## config.mk

```make
export PLATFORM = sky130hd
export DESIGN_NAME = btn_debounce
export DESIGN_NICKNAME = d
export VERILOG_FILES = /design/src/rtl/btn_debounce_pkg.sv /design/src/rtl/btn_debounce_tick_gen.sv /design/src/rtl/btn_debounce.sv
export SDC_FILE = /design/constraint.sdc
export NUM_CORES = 1
export LEC_CHECK = 0
export CORE_UTILIZATION = 25
export CTS_CLUSTER_DIAMETER = 120
export DETAILED_ROUTE_END_ITERATION = 8
export GPL_ROUTABILITY_DRIVEN = 0
export PLACE_DENSITY = 0.5
export SLEW_MARGIN = 30
export SYNTH_ARGS = -nofsm -noshare
export SYNTH_HDL_FRONTEND = slang
export SYNTH_SLANG_ARGS = --single-unit
export TNS_END_PERCENT = 50
```

## constraint.sdc

```tcl
create_clock -name Clk -period 2.2 [get_ports Clk]
set_input_delay 0.22 -clock Clk [delete_from_list [all_inputs] [get_ports Clk]]
set_output_delay 0.22 -clock Clk [all_outputs]
set_load 0.1 [all_outputs]
```

## src/rtl/btn_debounce_pkg.sv

```systemverilog
// Shared constants and FSM state encoding for the push-button debouncer.
// Default clock/sample rates and the stability requirement live here.
package btn_debounce_pkg;

  localparam int CLK_HZ_DEF         = 100000000;
  localparam int SAMPLE_HZ_DEF      = 1000;
  localparam int STABLE_SAMPLES_DEF = 16;

  typedef enum logic [1:0] {
    IDLE         = 2'b00,
    PRESS_WAIT   = 2'b01,
    PRESSED      = 2'b10,
    RELEASE_WAIT = 2'b11
  } deb_state_t;

endpackage

```

## src/rtl/btn_debounce_tick_gen.sv

```systemverilog
// Free-running sample-rate divider: one-cycle registered strobe every DIV clocks.
// The first strobe after reset appears DIV cycles after reset release.
module tick_gen #(
  parameter int DIV = 100000
) (
  input  logic Clk,
  input  logic Reset,
  output logic Tick
);

  localparam int CW = (DIV > 1) ? $clog2(DIV) : 1;
  localparam logic [CW-1:0] LAST = CW'(DIV - 1);

  logic [CW-1:0] count;

  // Divider counter and registered strobe on the wrap cycle.
  always_ff @(posedge Clk or posedge Reset) begin
    if (Reset) begin
      count <= {CW{1'b0}};
      Tick  <= 1'b0;
    end else begin
      if (count == LAST) begin
        count <= {CW{1'b0}};
        Tick  <= 1'b1;
      end else begin
        count <= count + CW'(1);
        Tick  <= 1'b0;
      end
    end
  end

endmodule

```

## src/rtl/btn_debounce.sv

```systemverilog
// Push-button debouncer: synchronizer, sampled stability FSM, registered
// debounced level and a single-cycle press strobe used as a count enable.
module btn_debounce
  import btn_debounce_pkg::*;
#(
  parameter int CLK_HZ         = CLK_HZ_DEF,
  parameter int SAMPLE_HZ      = SAMPLE_HZ_DEF,
  parameter int STABLE_SAMPLES = STABLE_SAMPLES_DEF
) (
  input  logic Clk,
  input  logic Reset,
  input  logic Btn_In,
  output logic Btn_Level,
  output logic Btn_Pulse,
  output logic Sample_Tick
);

  localparam int DIV = CLK_HZ / SAMPLE_HZ;
  localparam int CW  = $clog2(STABLE_SAMPLES + 1);
  localparam logic [CW-1:0] STABLE_C = CW'(STABLE_SAMPLES);

  logic          sync_meta;
  logic          sync;
  logic          tick;
  deb_state_t    state;
  deb_state_t    state_next;
  logic [CW-1:0] cnt;
  logic [CW-1:0] cnt_next;

  tick_gen #(.DIV(DIV)) u_tick_gen (
    .Clk   (Clk),
    .Reset (Reset),
    .Tick  (tick)
  );

  assign Sample_Tick = tick;

  // Two-flop synchronizer for the raw button level.
  always_ff @(posedge Clk or posedge Reset) begin
    if (Reset) begin
      sync_meta <= 1'b0;
      sync      <= 1'b0;
    end else begin
      sync_meta <= Btn_In;
      sync      <= sync_meta;
    end
  end

  // Next-state and stable-sample counting; a bounce back restarts the wait.
  always_comb begin
    state_next = state;
    cnt_next   = cnt;
    case (state)
      IDLE: begin
        if (sync) begin
          state_next = PRESS_WAIT;
          cnt_next   = {CW{1'b0}};
        end else begin
          state_next = IDLE;
        end
      end
      PRESS_WAIT: begin
        if (!sync) begin
          state_next = IDLE;
          cnt_next   = {CW{1'b0}};
        end else if (tick) begin
          if (cnt >= STABLE_C - CW'(1)) begin
            cnt_next   = STABLE_C;
            state_next = PRESSED;
          end else begin
            cnt_next = cnt + CW'(1);
          end
        end else begin
          state_next = PRESS_WAIT;
        end
      end
      PRESSED: begin
        if (!sync) begin
          state_next = RELEASE_WAIT;
          cnt_next   = {CW{1'b0}};
        end else begin
          state_next = PRESSED;
        end
      end
      RELEASE_WAIT: begin
        if (sync) begin
          state_next = PRESSED;
          cnt_next   = {CW{1'b0}};
        end else if (tick) begin
          if (cnt >= STABLE_C - CW'(1)) begin
            cnt_next   = STABLE_C;
            state_next = IDLE;
          end else begin
            cnt_next = cnt + CW'(1);
          end
        end else begin
          state_next = RELEASE_WAIT;
        end
      end
      default: begin
        state_next = IDLE;
        cnt_next   = {CW{1'b0}};
      end
    endcase
  end

  // State register; outputs are derived from the next state so they line up with it.
  always_ff @(posedge Clk or posedge Reset) begin
    if (Reset) begin
      state     <= IDLE;
      cnt       <= {CW{1'b0}};
      Btn_Level <= 1'b0;
      Btn_Pulse <= 1'b0;
    end else begin
      state     <= state_next;
      cnt       <= cnt_next;
      Btn_Level <= (state_next == PRESSED) || (state_next == RELEASE_WAIT);
      Btn_Pulse <= (state == PRESS_WAIT) && (state_next == PRESSED);
    end
  end

endmodule

```

==> Yosys cells after proc, flatten, opt, wreduce, memory -nomap -nowiden <==
Index checks and enable logic that the tools add are counted.
W data, S select, Z words.
{ "classes": {"muxes": 18, "n_lt_le_gt_ge": 1, "reduce_logical": 4, "add_sub_neg": 2, "n_eq_ne": 8} }
{ "ops": {"columns": ["operator", "n"], "rows": [
  ["$mux W5", 6],
  ["$pmux W5 S4", 1],
  ["$add A17 B1 Y17 const B", 1],
  ["$eq A17 B17 Y1 const B", 1],
  ["$mux W17", 1],
  ["$mux W2", 6],
  ["$eq A2 B2 Y1 const B", 4],
  ["$pmux W2 S4", 1],
  ["$add A5 B1 Y5 const B", 1],
  ["$ge A5 B4 Y1 const B", 1],
  ["$ne A2 B2 Y1 const B", 2],
  ["$mux W1", 3],
  ["$eq A2 B1 Y1 const B", 1],
  ["$logic_not A2 Y1", 1],
  ["$reduce_and A2 Y1", 1],
  ["$logic_and A1 B1 Y1", 1],
  ["$logic_or A1 B1 Y1", 1]
]} }
{ "totals": {"word_cells": 41, "input_bits": 3, "register_bits": 29} }

==> Depth between registers and ports, before layout <==
Gate-level depths: netlist of the first run.
{ "depth": {"ltp_word": 7, "mapped_depth": 6, "depth_no_buf": 6} }

==> Cells and area by module <==
Synthesis of the first run repeated with hierarchy kept, for this count alone.
{ "unflattened": {"cells_unflattened": 118, "hier_area_um2": 1352.5} }
{ "by_module_without_submodules": {"columns": ["mod", "seq_area_each_um2", "area_each_um2", "cells_each", "n_inst"], "rows": [
  ["tick_gen", 450.4, 850.8, 76, 1],
  ["btn_debounce", 250.2, 501.7, 42, 1]
]} }

==> Worst setup path after synthesis of the first run <==
Ideal clock, no wire load.
{ "synth_timing": {"path_type": "register to register", "start": "register cnt[0]", "end": "register Btn_Level", "t_arrival_ns": 1.712, "t_required_ns": 2.072, "period_less_slack_ns": 1.840, "setup_slack_ns": 0.360, "path_stages_with_launch": 7, "cell_sequence": "dfrtp_1 > ha_1 > and3_1 > ha_1 > nor3_1 > nand3b_4 > mux2_1"} }
{ "synth_via": {"elab_chain_len": 7, "word_cells_on_any_way": 11, "classes_between": "order compare: 1; eq/ne: 2; mux: 7; reduce/logical: 1"} }
{ "synth_lines": {"columns": ["element", "line", "rtl"], "rows": [
  ["start, declared", "btn_debounce.sv:27", "logic [CW-1:0] cnt;"],
  ["start signal, assigned", "btn_debounce.sv:111", "cnt <= {CW{1'b0}};"],
  ["start signal, assigned", "btn_debounce.sv:116", "cnt <= cnt_next;"],
  ["$ge A5 B4 Y1 *", "btn_debounce.sv:67, btn_debounce.sv:90", null],
  ["$mux W2, on equally long branches", "btn_debounce.sv:90, btn_debounce.sv:67", null],
  ["$mux W2, on equally long branches", "btn_debounce.sv:89, btn_debounce.sv:66", null],
  ["$mux W2, on equally long branches", "btn_debounce.sv:86, btn_debounce.sv:63", null],
  ["$pmux W2 S4 *", "btn_debounce.sv:53", "case (state)"],
  ["$eq A2 B2 Y1", "btn_debounce.sv:117", "Btn_Level <= (state_next == PRESSED) || (state_next == RELEASE_WAIT);"],
  ["$logic_or A1 B1 Y1 *", "btn_debounce.sv:117", null],
  ["end signal, assigned", "btn_debounce.sv:117", null],
  ["end, declared", "btn_debounce.sv:13", "output logic Btn_Level,"]
]} }
Every way passes the cells marked *; elsewhere a longest branch is shown, timed or not.
A chain may end at the register's enable or synchronous reset.

==> Final worst setup path of the first run <==
Same ends and word-level chain as after synthesis.

==> metrics.log, run 1 <==
[metrics] run status: finished clean
[metrics] max-cap violations: 0
[metrics] drt via density: about 4.6
[metrics] Clk pin slew, worst setup/hold paths: 0.07 ns
[metrics] overall die height: 76.54 µm
[metrics] fraction of synthesized area in multiplexers: around 2.3%
[metrics] flip-flop cell with the highest count after synthesis: dfrtp_1
[metrics] clock latency at the later pin of the worst-skew pair: 0.28 ns
[metrics] syn avg cell area: 11.77 µm²
[metrics] overall overflow remaining after global route: 0
[metrics] pin count of the biggest net entering global routing: 24
[metrics] TritonCTS clock tree: done
[metrics] post-layout minimum cycle time: 1.954 ns
[metrics] number of H-tree levels: 2
[metrics] global-route wire length before repair: 4.140 mm
[metrics] total design power: 0.9836 mW
[metrics] cell area after technology mapping: about 1400 µm²
[metrics] via count of the first global-routing pass: 941
[metrics] arrival time at the worst endpoint: 2.12 ns
[metrics] cell count after synthesis: about 120
[metrics] net count after synthesis: around 120
[metrics] count of antenna-violating nets left after detailed routing: 0
[metrics] P per Cell Area: about 610 nW/µm²
[metrics] Setup Viol. Count Final: 0
[metrics] pins over their slew limit: 0
[metrics] setup bufs post-CTS: 0
[metrics] number of buffers added by the clock tree synthesis step: 5
[metrics] final-stage net count: 136
[metrics] number of antenna violations at the first check in global routing: 0
[metrics] Worst setup EP type: flop
[metrics] Initial DRC Count: 27
[metrics] proportion of synthesized chip area in sequential cells: 52.25%
[metrics] root buffer cell: clkbuf_8
[metrics] fillers: 519
[metrics] most numerous cell in the Yosys netlist: dfrtp_1
[metrics] maximum resistive drop on vdd: about 0.00030 V
[metrics] maximum buffer depth of the clock tree: 2
[metrics] total via count after detailed routing: 929
[metrics] final hold slack: approximately 0.15 ns
[metrics] share of final-layout standard cells stronger than drive strength 1: 16.03%
[metrics] top cells by instance count after synthesis: 29 x dfrtp_1, 9 x nand2_1, 9 x xnor2_1
[metrics] Setup Total Neg Slack: 0 ns
[metrics] Port Buffer Count: 5
[metrics] final clock period utilization by the worst path: between 80% and 90%
[metrics] placed cells: 193
[metrics] Rel. slew slack: about three quarters
[metrics] x dimension of the die: 76.54 µm
[metrics] Post-Place Cell Area: roughly 1500 µm²
[metrics] leading cell types by total area after synthesis: dfrtp_1 52%, xnor2_1 5.7%, xor2_1 3.2%, ha_1 2.7%, nand2_1 2.4%
[metrics] Final Instance Count excl. Fillers: 201
[metrics] post-synthesis share of cell area spent on xor and xnor gates: 8.829%
[metrics] diode insertion count for antenna repair: 0
[metrics] post-cts sizing count: 0
[metrics] Synth async-reset ratio: between 90% and 100%
[metrics] number of sinks driven by the clock tree: 29
[metrics] static power due to leakage: 0.7246 nW
[metrics] number of synthesized flops with an enable pin: 0
[metrics] HPWL after DPL: between 1.5 and 2 mm
[metrics] final standard cell area without fillers: between 1500 and 2000 µm²
[metrics] cell type with the highest aggregate area in the netlist: dfrtp_1
[metrics] area share of the leading cell type in the synthesized netlist: 52.25%
[metrics] Highest Clock Rate: 511.7 MHz
[metrics] Synth Area in Simple Gates: 26.04%
[metrics] maximum net fanout on the critical path: 5
[metrics] number of warnings reported in the yosys synthesis log: 0
[metrics] number of I/O pins: 6
[metrics] Hold Path Class: in -> async
[metrics] synthesized-area fraction occupied by adder cells: 2.703%
[metrics] type of the worst setup path: reg -> reg
[metrics] Synth-to-Final Area Change: 15.32%
[metrics] initial core utilization: a little over a quarter
[metrics] Die Footprint: around 6000 µm²
[metrics] number of synthesized register bits: 29
[metrics] std cell rows: 26
[metrics] distinct cell type count after synthesis: 38
[metrics] main combinational cell family by area after synthesis: simple AND/OR/NAND/NOR gates
[metrics] worst path required time: 2.36 ns
[metrics] worst-case clock skew: 0.01030 ns
[metrics] count of final hold-check violations: 0
[metrics] Routed WL per cell: 11.86 µm
[metrics] Std-Cell Core Area: 5238 µm²
[metrics] Pre-Repair DR Iteration Count: 4
[metrics] setup repair after global routing missed its margin: false
[metrics] GRT Total Usage: 9.072%
[metrics] sum of routed wire length over all layers: 2.383 mm
[metrics] crit start category: flop
[metrics] post-detailed-route DRC marker count: 0
[metrics] hold buffer count at cts: 0
[metrics] slew at the pin closest to its max-slew limit: approximately 0.39 ns
[metrics] compound-gate portion of the synthesized area: 6.216%
## layout by cell type (no fill, tap or decap), types with 3 or more instances in the layout
cell      netlist  final
xnor2_1         9      9
nand4_1         3      3
clkbuf_8        0      5
dfrtp_1        29     29
nand3_1         4      4
xor2_1          5      5
buf_4           0      4
and2_1          3      3
nor2_1          7      7
nand2_1         9      9
o21ai_0         3      3
inv_1           3      3
ha_1            3      3
nor3_1          5      5
## per-stage QoR
step / util, % / worst slack [ns]
floorplan: - / 0.3604
global placement: 28.93 / 0.3057
finish: 30.58 / 0.2456
detailed placement: 28.93 / 0.2510
CTS: 30.58 / 0.2480
global route: 30.58 / 0.1089
## final cells by class
type	count	area (µm²)	area share, %
clock inverters	3	17.52	1.094
multi-input cells	85	640.6	40.00
inverters	3	11.26	0.7031
repair buffers	6	50.05	3.125
flip-flops and latches	29	725.7	45.31
clock buffers	5	68.82	4.297
well taps	70	87.58	5.469
## power by group
group | total (mW) | switching, mW | internal [mW]
clock | 0.423 | 0.206 | 0.218
sequential | 0.539 | 0.00258 | 0.536
combinational | 0.0218 | 0.0148 | 0.00702
total | 0.984 | 0.223 | 0.761
## cell families after synthesis
| family | Yosys count |
|---|---|
| simple gates | 53 |
| fa+ha+maj | 3 |
| xor+xnor | 14 |
| mux | 3 |
| compound gates | 12 |
| buf+inv | 4 |
| flops | 29 |
## path summary, 6_finish.rpt
kind                                           from                       endpoint  slack, ns  cells past startpoint
worst max-delay path             cnt[0]$_DFFE_PP0P_            Btn_Level$_DFF_PP0_       0.25                      6
worst min-delay path                          Reset            sync_meta$_DFF_PP0_       0.15                      2
worst max register to register   cnt[0]$_DFFE_PP0P_            Btn_Level$_DFF_PP0_       0.25                      6
worst min register to register  sync_meta$_DFF_PP0_                 sync$_DFF_PP0_       0.35                      0
max in group asynchronous                     Reset  u_tick_gen.count[5]$_DFF_PP0_       1.47                      3
min in group Clk                sync_meta$_DFF_PP0_                 sync$_DFF_PP0_       0.35                      0
## per-layer routing
metal  track usage [%]  vias up  share of wire (%)
met1             10.38      446                 46
met3             3.234        7                4.4
met4             5.962        0                2.3
li1                  -      456                  -
met2             14.23       20                 48
met5                 0        -                  0
## flip-flops by register name, summed over array words and instances (netlist names)
| signal | flops |
|---|---|
| sync | 1 |
| Btn_Level | 1 |
| sync_meta | 1 |
| u_tick_gen.count | 17 |
| u_tick_gen.Tick | 1 |
| state | 2 |
| Btn_Pulse | 1 |
| cnt | 5 |
## worst max-delay path, stage by stage, from the launching register on
cell,delay [ns]
dfrtp_1,0.42
ha_1,0.24
and3_1,0.19
ha_1,0.23
nor3_1,0.24
nand3b_4,0.20
mux2_1,0.33
Power figures use the tool's default switching activity.
==> inputs of run 2 (changes only) <==
==> constraint.sdc (replaced) <==
create_clock -name Clk -period 2.2 [get_ports Clk]
set_input_delay 0.33 -clock Clk [delete_from_list [all_inputs] [get_ports Clk]]
set_output_delay 0.33 -clock Clk [all_outputs]
set_load 0.1 [all_outputs]
==> results of run 2 <==
The final DEF is identical to that of run 1. Status: finished clean.
Main changes from that run: hold slack 0.1472 ns -> 0.2572 ns
